<file path="config.mk">
export PLATFORM = sky130hd
export DESIGN_NAME = jtag_tap_sampled
export DESIGN_NICKNAME = d
export VERILOG_FILES = /design/src/rtl/jtag_tap_sampled.sv
export SDC_FILE = /design/constraint.sdc
export NUM_CORES = 1
export LEC_CHECK = 0
export ABC_AREA = 0
export CORE_ASPECT_RATIO = 0.7
export CORE_MARGIN = 4
export CORE_UTILIZATION = 54
export CTS_CLUSTER_DIAMETER = 150
export CTS_CLUSTER_SIZE = 14
export DETAILED_ROUTE_END_ITERATION = 7
export HOLD_SLACK_MARGIN = 0.03
export MAX_ROUTING_LAYER = met4
export PLACE_DENSITY = 0.85
export SLEW_MARGIN = 30
export SYNTH_ARGS = -nofsm -noshare
export SYNTH_HDL_FRONTEND = slang
export SYNTH_SLANG_ARGS = --single-unit
</file>
<file path="constraint.sdc">
create_clock -name clk -period 3.05 [get_ports clk]
set_input_delay 0.915 -clock clk [delete_from_list [all_inputs] [get_ports clk]]
set_output_delay 0.915 -clock clk [all_outputs]
set_load 0.02 [all_outputs]
</file>
<file path="src/rtl/jtag_tap_sampled.sv">
// JTAG TAP that oversamples tck/tms/tdi on clk and offers IDCODE, BYPASS and one USER register.
// Optional trst_n input (synchronized) is enabled by defining JTAG_TAP_TRST_EN.
module jtag_tap_sampled #(
  parameter int unsigned            IR_WIDTH     = 4,
  parameter int unsigned            DR_WIDTH     = 32,
  parameter logic [31:0]            IDCODE_VALUE = 32'h149511C3,
  parameter logic [IR_WIDTH-1:0]    IDCODE_INSTR = 4'b0010,
  parameter logic [IR_WIDTH-1:0]    USER_INSTR   = 4'b1000,
  parameter int unsigned            SYNC_STAGES  = 2
) (
  input  logic                clk,
  input  logic                rst,
  input  logic                tck,
  input  logic                tms,
  input  logic                tdi,
`ifdef JTAG_TAP_TRST_EN
  input  logic                trst_n,
`endif
  output logic                tdo,
  output logic                tdo_oe,
  output logic [3:0]          tap_state,
  output logic [IR_WIDTH-1:0] ir_out,
  input  logic [DR_WIDTH-1:0] user_dr_in,
  output logic [DR_WIDTH-1:0] user_dr_out,
  output logic                user_dr_valid
);

  localparam int unsigned DrW  = (DR_WIDTH > 32) ? DR_WIDTH : 32;
  localparam int unsigned CntW = $clog2(SYNC_STAGES + 2);

  typedef enum logic [3:0] {
    StTlr   = 4'hF, StRti   = 4'hC, StSelDr = 4'h7, StCapDr = 4'h6,
    StShDr  = 4'h2, StEx1Dr = 4'h1, StPauDr = 4'h3, StEx2Dr = 4'h0,
    StUpdDr = 4'h5, StSelIr = 4'h4, StCapIr = 4'hE, StShIr  = 4'hA,
    StEx1Ir = 4'h9, StPauIr = 4'hB, StEx2Ir = 4'h8, StUpdIr = 4'hD
  } tap_state_e;

  logic [SYNC_STAGES-1:0] tck_sync_q, tck_sync_d;
  logic [SYNC_STAGES-1:0] tms_sync_q, tms_sync_d;
  logic [SYNC_STAGES-1:0] tdi_sync_q, tdi_sync_d;
  logic                   tck_hist_q;
  logic [CntW-1:0]        mask_cnt_q, mask_cnt_d;
  tap_state_e             state_q, state_d, state_next;
  logic [IR_WIDTH-1:0]    ir_shift_q, ir_shift_d;
  logic [IR_WIDTH-1:0]    ir_out_q, ir_out_d;
  logic [DrW-1:0]         dr_shift_q, dr_shift_d;
  logic                   tdo_q, tdo_d, tdo_oe_q, tdo_oe_d;
  logic [DR_WIDTH-1:0]    user_dr_out_q, user_dr_out_d;
  logic                   user_dr_valid_q, user_dr_valid_d;
  logic                   tck_s, tms_s, tdi_s, rise, fall, trst_act;
  logic                   sel_idcode, sel_user;

`ifdef JTAG_TAP_TRST_EN
  logic [SYNC_STAGES-1:0] trst_sync_q, trst_sync_d;
  assign trst_sync_d = {trst_sync_q[SYNC_STAGES-2:0], trst_n};
  assign trst_act    = ~trst_sync_q[SYNC_STAGES-1];
`else
  assign trst_act    = 1'b0;
`endif

  assign tck_sync_d = {tck_sync_q[SYNC_STAGES-2:0], tck};
  assign tms_sync_d = {tms_sync_q[SYNC_STAGES-2:0], tms};
  assign tdi_sync_d = {tdi_sync_q[SYNC_STAGES-2:0], tdi};
  assign tck_s      = tck_sync_q[SYNC_STAGES-1];
  assign tms_s      = tms_sync_q[SYNC_STAGES-1];
  assign tdi_s      = tdi_sync_q[SYNC_STAGES-1];

  // Masking after reset hides the edge produced while the synchronizer refills.
  assign mask_cnt_d = (mask_cnt_q != '0) ? mask_cnt_q - 1'b1 : '0;
  assign rise = tck_s & ~tck_hist_q & (mask_cnt_q == '0) & ~trst_act;
  assign fall = ~tck_s & tck_hist_q & (mask_cnt_q == '0) & ~trst_act;

  assign sel_idcode = (ir_out_q == IDCODE_INSTR);
  assign sel_user   = (ir_out_q == USER_INSTR);

  always_comb begin
    state_next = state_q;
    unique case (state_q)
      StTlr:   state_next = tms_s ? StTlr   : StRti;
      StRti:   state_next = tms_s ? StSelDr : StRti;
      StSelDr: state_next = tms_s ? StSelIr : StCapDr;
      StCapDr: state_next = tms_s ? StEx1Dr : StShDr;
      StShDr:  state_next = tms_s ? StEx1Dr : StShDr;
      StEx1Dr: state_next = tms_s ? StUpdDr : StPauDr;
      StPauDr: state_next = tms_s ? StEx2Dr : StPauDr;
      StEx2Dr: state_next = tms_s ? StUpdDr : StShDr;
      StUpdDr: state_next = tms_s ? StSelDr : StRti;
      StSelIr: state_next = tms_s ? StTlr   : StCapIr;
      StCapIr: state_next = tms_s ? StEx1Ir : StShIr;
      StShIr:  state_next = tms_s ? StEx1Ir : StShIr;
      StEx1Ir: state_next = tms_s ? StUpdIr : StPauIr;
      StPauIr: state_next = tms_s ? StEx2Ir : StPauIr;
      StEx2Ir: state_next = tms_s ? StUpdIr : StShIr;
      StUpdIr: state_next = tms_s ? StSelDr : StRti;
      default: state_next = StTlr;
    endcase
  end

  always_comb begin
    state_d         = state_q;
    ir_shift_d      = ir_shift_q;
    ir_out_d        = ir_out_q;
    dr_shift_d      = dr_shift_q;
    tdo_d           = tdo_q;
    tdo_oe_d        = tdo_oe_q;
    user_dr_out_d   = user_dr_out_q;
    user_dr_valid_d = 1'b0;
    if (trst_act) begin
      state_d  = StTlr;
      ir_out_d = IDCODE_INSTR;
      tdo_d    = 1'b0;
      tdo_oe_d = 1'b0;
    end else if (rise) begin
      if (state_q == StCapIr) begin
        ir_shift_d = IR_WIDTH'(1);
      end else if (state_q == StShIr) begin
        ir_shift_d = {tdi_s, ir_shift_q[IR_WIDTH-1:1]};
      end else if (state_q == StCapDr) begin
        if (sel_user)        dr_shift_d[DR_WIDTH-1:0] = user_dr_in;
        else if (sel_idcode) dr_shift_d[31:0] = IDCODE_VALUE;
        else                 dr_shift_d[0] = 1'b0;
      end else if (state_q == StShDr) begin
        // Shift length follows the selected register: DR_WIDTH, 32 or 1.
        if (sel_user)        dr_shift_d[DR_WIDTH-1:0] = {tdi_s, dr_shift_q[DR_WIDTH-1:1]};
        else if (sel_idcode) dr_shift_d[31:0] = {tdi_s, dr_shift_q[31:1]};
        else                 dr_shift_d[0] = tdi_s;
      end
      state_d = state_next;
      if (state_next == StTlr) ir_out_d = IDCODE_INSTR;
    end else if (fall) begin
      if (state_q == StShIr) begin
        tdo_d    = ir_shift_q[0];
        tdo_oe_d = 1'b1;
      end else if (state_q == StShDr) begin
        tdo_d    = dr_shift_q[0];
        tdo_oe_d = 1'b1;
      end else begin
        tdo_d    = 1'b0;
        tdo_oe_d = 1'b0;
      end
      if (state_q == StUpdIr) ir_out_d = ir_shift_q;
      if (state_q == StUpdDr && sel_user) begin
        user_dr_out_d   = dr_shift_q[DR_WIDTH-1:0];
        user_dr_valid_d = 1'b1;
      end
    end
  end

  always_ff @(posedge clk) begin
    if (rst) begin
      tck_sync_q      <= '0;
      tms_sync_q      <= '0;
      tdi_sync_q      <= '0;
      tck_hist_q      <= 1'b0;
      mask_cnt_q      <= CntW'(SYNC_STAGES + 1);
      state_q         <= StTlr;
      ir_shift_q      <= '0;
      ir_out_q        <= IDCODE_INSTR;
      dr_shift_q      <= '0;
      tdo_q           <= 1'b0;
      tdo_oe_q        <= 1'b0;
      user_dr_out_q   <= '0;
      user_dr_valid_q <= 1'b0;
    end else begin
      tck_sync_q      <= tck_sync_d;
      tms_sync_q      <= tms_sync_d;
      tdi_sync_q      <= tdi_sync_d;
      tck_hist_q      <= tck_s;
      mask_cnt_q      <= mask_cnt_d;
      state_q         <= state_d;
      ir_shift_q      <= ir_shift_d;
      ir_out_q        <= ir_out_d;
      dr_shift_q      <= dr_shift_d;
      tdo_q           <= tdo_d;
      tdo_oe_q        <= tdo_oe_d;
      user_dr_out_q   <= user_dr_out_d;
      user_dr_valid_q <= user_dr_valid_d;
    end
  end

`ifdef JTAG_TAP_TRST_EN
  always_ff @(posedge clk) begin
    if (rst) trst_sync_q <= '0;
    else     trst_sync_q <= trst_sync_d;
  end
`endif

  assign tdo           = tdo_q;
  assign tdo_oe        = tdo_oe_q;
  assign tap_state     = state_q;
  assign ir_out        = ir_out_q;
  assign user_dr_out   = user_dr_out_q;
  assign user_dr_valid = user_dr_valid_q;

endmodule

</file>
==> results.py <==
metrics = {
    "outcome": {
        "status": "finished, final reports clean",
    },
    "clock_network": {
        "clock-sinks": 88,
        "cts-buffers-inserted": 9,
        "clockBufferDepth": 2,
        "clk_pin_slew_ns": 0.08,
        "cts_root_buf": "clkbuf_8",
        "tritoncts": "done",
        "post_cts_buffers": 0,
        "cts.repair.resized": 0,
        "htreeDepth": 3,
        "holdBufCountCts": 0,
        "clock_latency_ns": 0.36,
    },
    "detailed_routing": {
        "antenna_left": 0,
        "avgViaCountPerCell": 5.76,
        "drt_iter0_drc": 263,
        "vias": 3260,
        "routed_wl_um": 9290,
        "drcViolationCount": 0,
        "drt-pass1-iter-count": 5,
        "wl_per_cell_um": 16.4,
    },
    "critical_path": {
        "critPathMaxFanout": 17,
        "critPathTopFamily": "buffers and inverters",
        "max_stage_delay_ns": 0.71,
        "r2r-start": "mask_cnt_q[1]",
        "path_cells": "clkdlybuf4s50_1",
        "end_kind": "output pin",
        "path_class": "flop to output pin",
        "cp-start-kind": "flop",
        "slowest_stage": "clkdlybuf4s50_1",
        "required_ns": 2.13,
        "cp.arrival_ns": 1.72,
        "worst-r2r-setup-slack_ns": 0.79,
        "startpoint": "tap_state[2]",
        "path_buf_inv": 1,
    },
    "placed_design": {
        "postPlaceCellArea_um2": 4450,
        "hpwlAfterDp_um": 6300,
        "port_buffers": 79,
        "gp_congestion": 0.878,
    },
    "timing": {
        "holdWs_ns": 0.444,
        "max_slew_margin_pct": 46.6,
        "finalSetupTns_ns": 0,
        "grt_setup_unrepaired": "false",
        "finalClockSkew_ns": 0.0136,
        "worstMarginPinSlew_ns": 0.799,
        "hold_viol_final": 0,
        "fin_crit_sh_pct": 86.3,
        "drv_slew": 0,
        "fmax_mhz": 380,
        "fin_crit_ns": 2.63,
        "setup_violations": 0,
    },
    "synth": {
        "ys_warn_count": 0,
        "async_flop_share_pct": 0,
        "synth_nets": 444,
        "synth_ff_type": "dfxtp_1",
        "synth_cell_types": 41,
        "ys_seq_area_share_pct": 48.9,
        "ys_seq_elements": 88,
        "synth_cells": 407,
        "synth-edff-count": 0,
        "syn_area_um2": 3610,
        "avgSynthCellArea_um2": 8.86,
    },
    "power": {
        "switching_power_mw": 0.459,
        "pwr-share-seq_pct": 53.6,
        "p_clk_share_pct": 41.9,
        "power-per-cell-area_nw_per_um2": 466,
        "leakage_nw": 1.62,
        "max-vdd-ir-drop_v": 0.000337,
        "internal_power_mw": 1.72,
        "p_sw_share_pct": 21.1,
        "comb_power_share_pct": 4.5,
    },
    "finish": {
        "drive_gt1_share_pct": 11.2,
        "final_area_um2": 4680,
        "area_growth_pct": 29.8,
        "nNetsFinal": 507,
        "insertedDiodeCount": 0,
    },
    "global_routing": {
        "grt_max_degree": 53,
        "grt_first_pass_wirelength_um": 15000,
        "grt.total_usage_pct": 23.6,
        "grt_pass1_vias": 3005,
        "grt_overflow": 0,
        "grt_antenna_before_repair": 0,
    },
    "floorplan": {
        "fp.dieH_um": 76.4,
        "pin_count": 80,
        "start_util_pct": 56.6,
        "rows": 24,
        "core_area_um2": 6370,
        "die_x_um": 106,
        "dieArea_um2": 8070,
    },
    "worst_hold_path": {
        "hold_path_class": "flop to flop",
        "hp-start": "tdi_sync_q[0]",
    },
    "job": {
        "maxCapViolCount": 0,
    },
}
==> sequential cells by signal (all words and copies together), names as in the netlist <==
name and flops:
mask_cnt_q 2, dr_shift_q 32, tdo 1, user_dr_valid 1
ir_shift_q 4, tdi_sync_q 2, tdo_oe 1, user_dr_out 32
tms_sync_q 2, tck_sync_q 2, tck_hist_q 1, ir_out 4
tap_state 4
==> power by group through the flow <==
| stage | Combinational [mW] | Sequential, mW | Clock, mW |
|---|---|---|---|
| 6_report | 0.0987 | 1.17 | 0.913 |
| 3_5_place_dp | 0.0978 | 1.19 | 0 |
| 5_1_grt | 0.105 | 1.17 | 0.967 |
| 2_1_floorplan | 0.0356 | 1.19 | 0 |
| 3_3_place_gp | 0.0973 | 1.19 | 0 |
| 4_1_cts | 0.0983 | 1.17 | 0.925 |
==> worst paths after layout <==
kind,endpoint,cells past startpoint
hold reg to reg,tdi_sync_q[1],1
hold / removal,tdi_sync_q[1],1
setup reg to reg,dr_shift_q[30],5
setup / recovery,tap_state[2],1
==> logic make-up (layout without fill, tap and decap cells) <==
logic type	after synthesis	count (layout)	synth area share (%)
buffers and inverters	40	108	4.93
AO/OA/AOI/OAI	101	101	21.7
multiplexers	3	3	0.833
XOR/XNOR	1	1	0.243
AND/OR/NAND/NOR	174	174	23.4
flip-flops	88	88	48.9
==> layout by cell type, fill, tap and decap left out, types with 2 or more instances in the layout <==
cell type        count
nor2_1              31
or4b_1               4
a22o_1               3
o221ai_1            12
nand2_1             80
clkdlybuf4s50_1     78
mux2i_1              3
a221oi_2            19
inv_1                4
buf_4                8
a21o_1               2
a221oi_1             2
nor3b_1              3
or2_2                2
clkbuf_8            11
nand3b_1             2
a21oi_1             52
bufinv_16            2
o21ai_0              5
dfxtp_1             88
nor3_1              25
nor2b_1             10
nand2b_1             4
==> per-stage QoR <==
step | worst slack (ns) | power [mW] | std cells | utilization, %
finish | 0.418 | 2.18 | 566 | 73.5
global route | 0.343 | 2.24 | 566 | 73.5
CTS | 0.433 | 2.19 | 566 | 73.5
detailed placement | 0.821 | 1.29 | 550 | 69.9
global placement | 0.842 | 1.29 | 550 | 69.9
floorplan | 1.01 | 1.23 | 407 | -
==> synthesized netlist by cell type (2+ instances only) <==
| cell type | number | area, µm² |
|---|---|---|
| nor2_1 | 32 | 120 |
| dfxtp_1 | 88 | 1760 |
| inv_1 | 4 | 15.0 |
| a21oi_1 | 52 | 260 |
| nor3_1 | 25 | 125 |
| buf_6 | 2 | 22.5 |
| clkbuf_1 | 23 | 86.3 |
| buf_2 | 10 | 50.1 |
| a21o_1 | 2 | 15.0 |
| nand2_1 | 80 | 300 |
| nor3b_1 | 3 | 22.5 |
| nand3b_1 | 2 | 15.0 |
| a22o_1 | 3 | 26.3 |
| or2_2 | 2 | 12.5 |
| nand2b_1 | 4 | 25.0 |
| nor2b_1 | 10 | 62.6 |
| o221ai_1 | 12 | 105 |
| a221oi_2 | 19 | 285 |
| nor4b_2 | 2 | 30.0 |
| a221oi_1 | 2 | 17.5 |
| o21ai_0 | 5 | 25.0 |
| mux2i_1 | 3 | 30.0 |
| or4b_1 | 4 | 40.0 |
==> layout make-up <==
cell class / instances / area [µm²]
multi-input combinational: 279 / 1690
inverter: 4 / 15.0
sequential: 88 / 1760
fill: 484 / 1690
clock buffer: 12 / 155
timing repair buffer: 88 / 866
clock inverter: 4 / 76.3
tap: 91 / 114
==> metal layers <==
metal | global-route usage, % | part of all wire (%) | vias up
met5 | - | 0 | -
li1 | - | - | 1559
met2 | 33.1 | 44 | 151
met3 | 5.84 | 7.9 | 13
met1 | 33.9 | 47 | 1537
met4 | 6.47 | 1.3 | 0
Note: power is estimated with default switching activity, not from simulation.
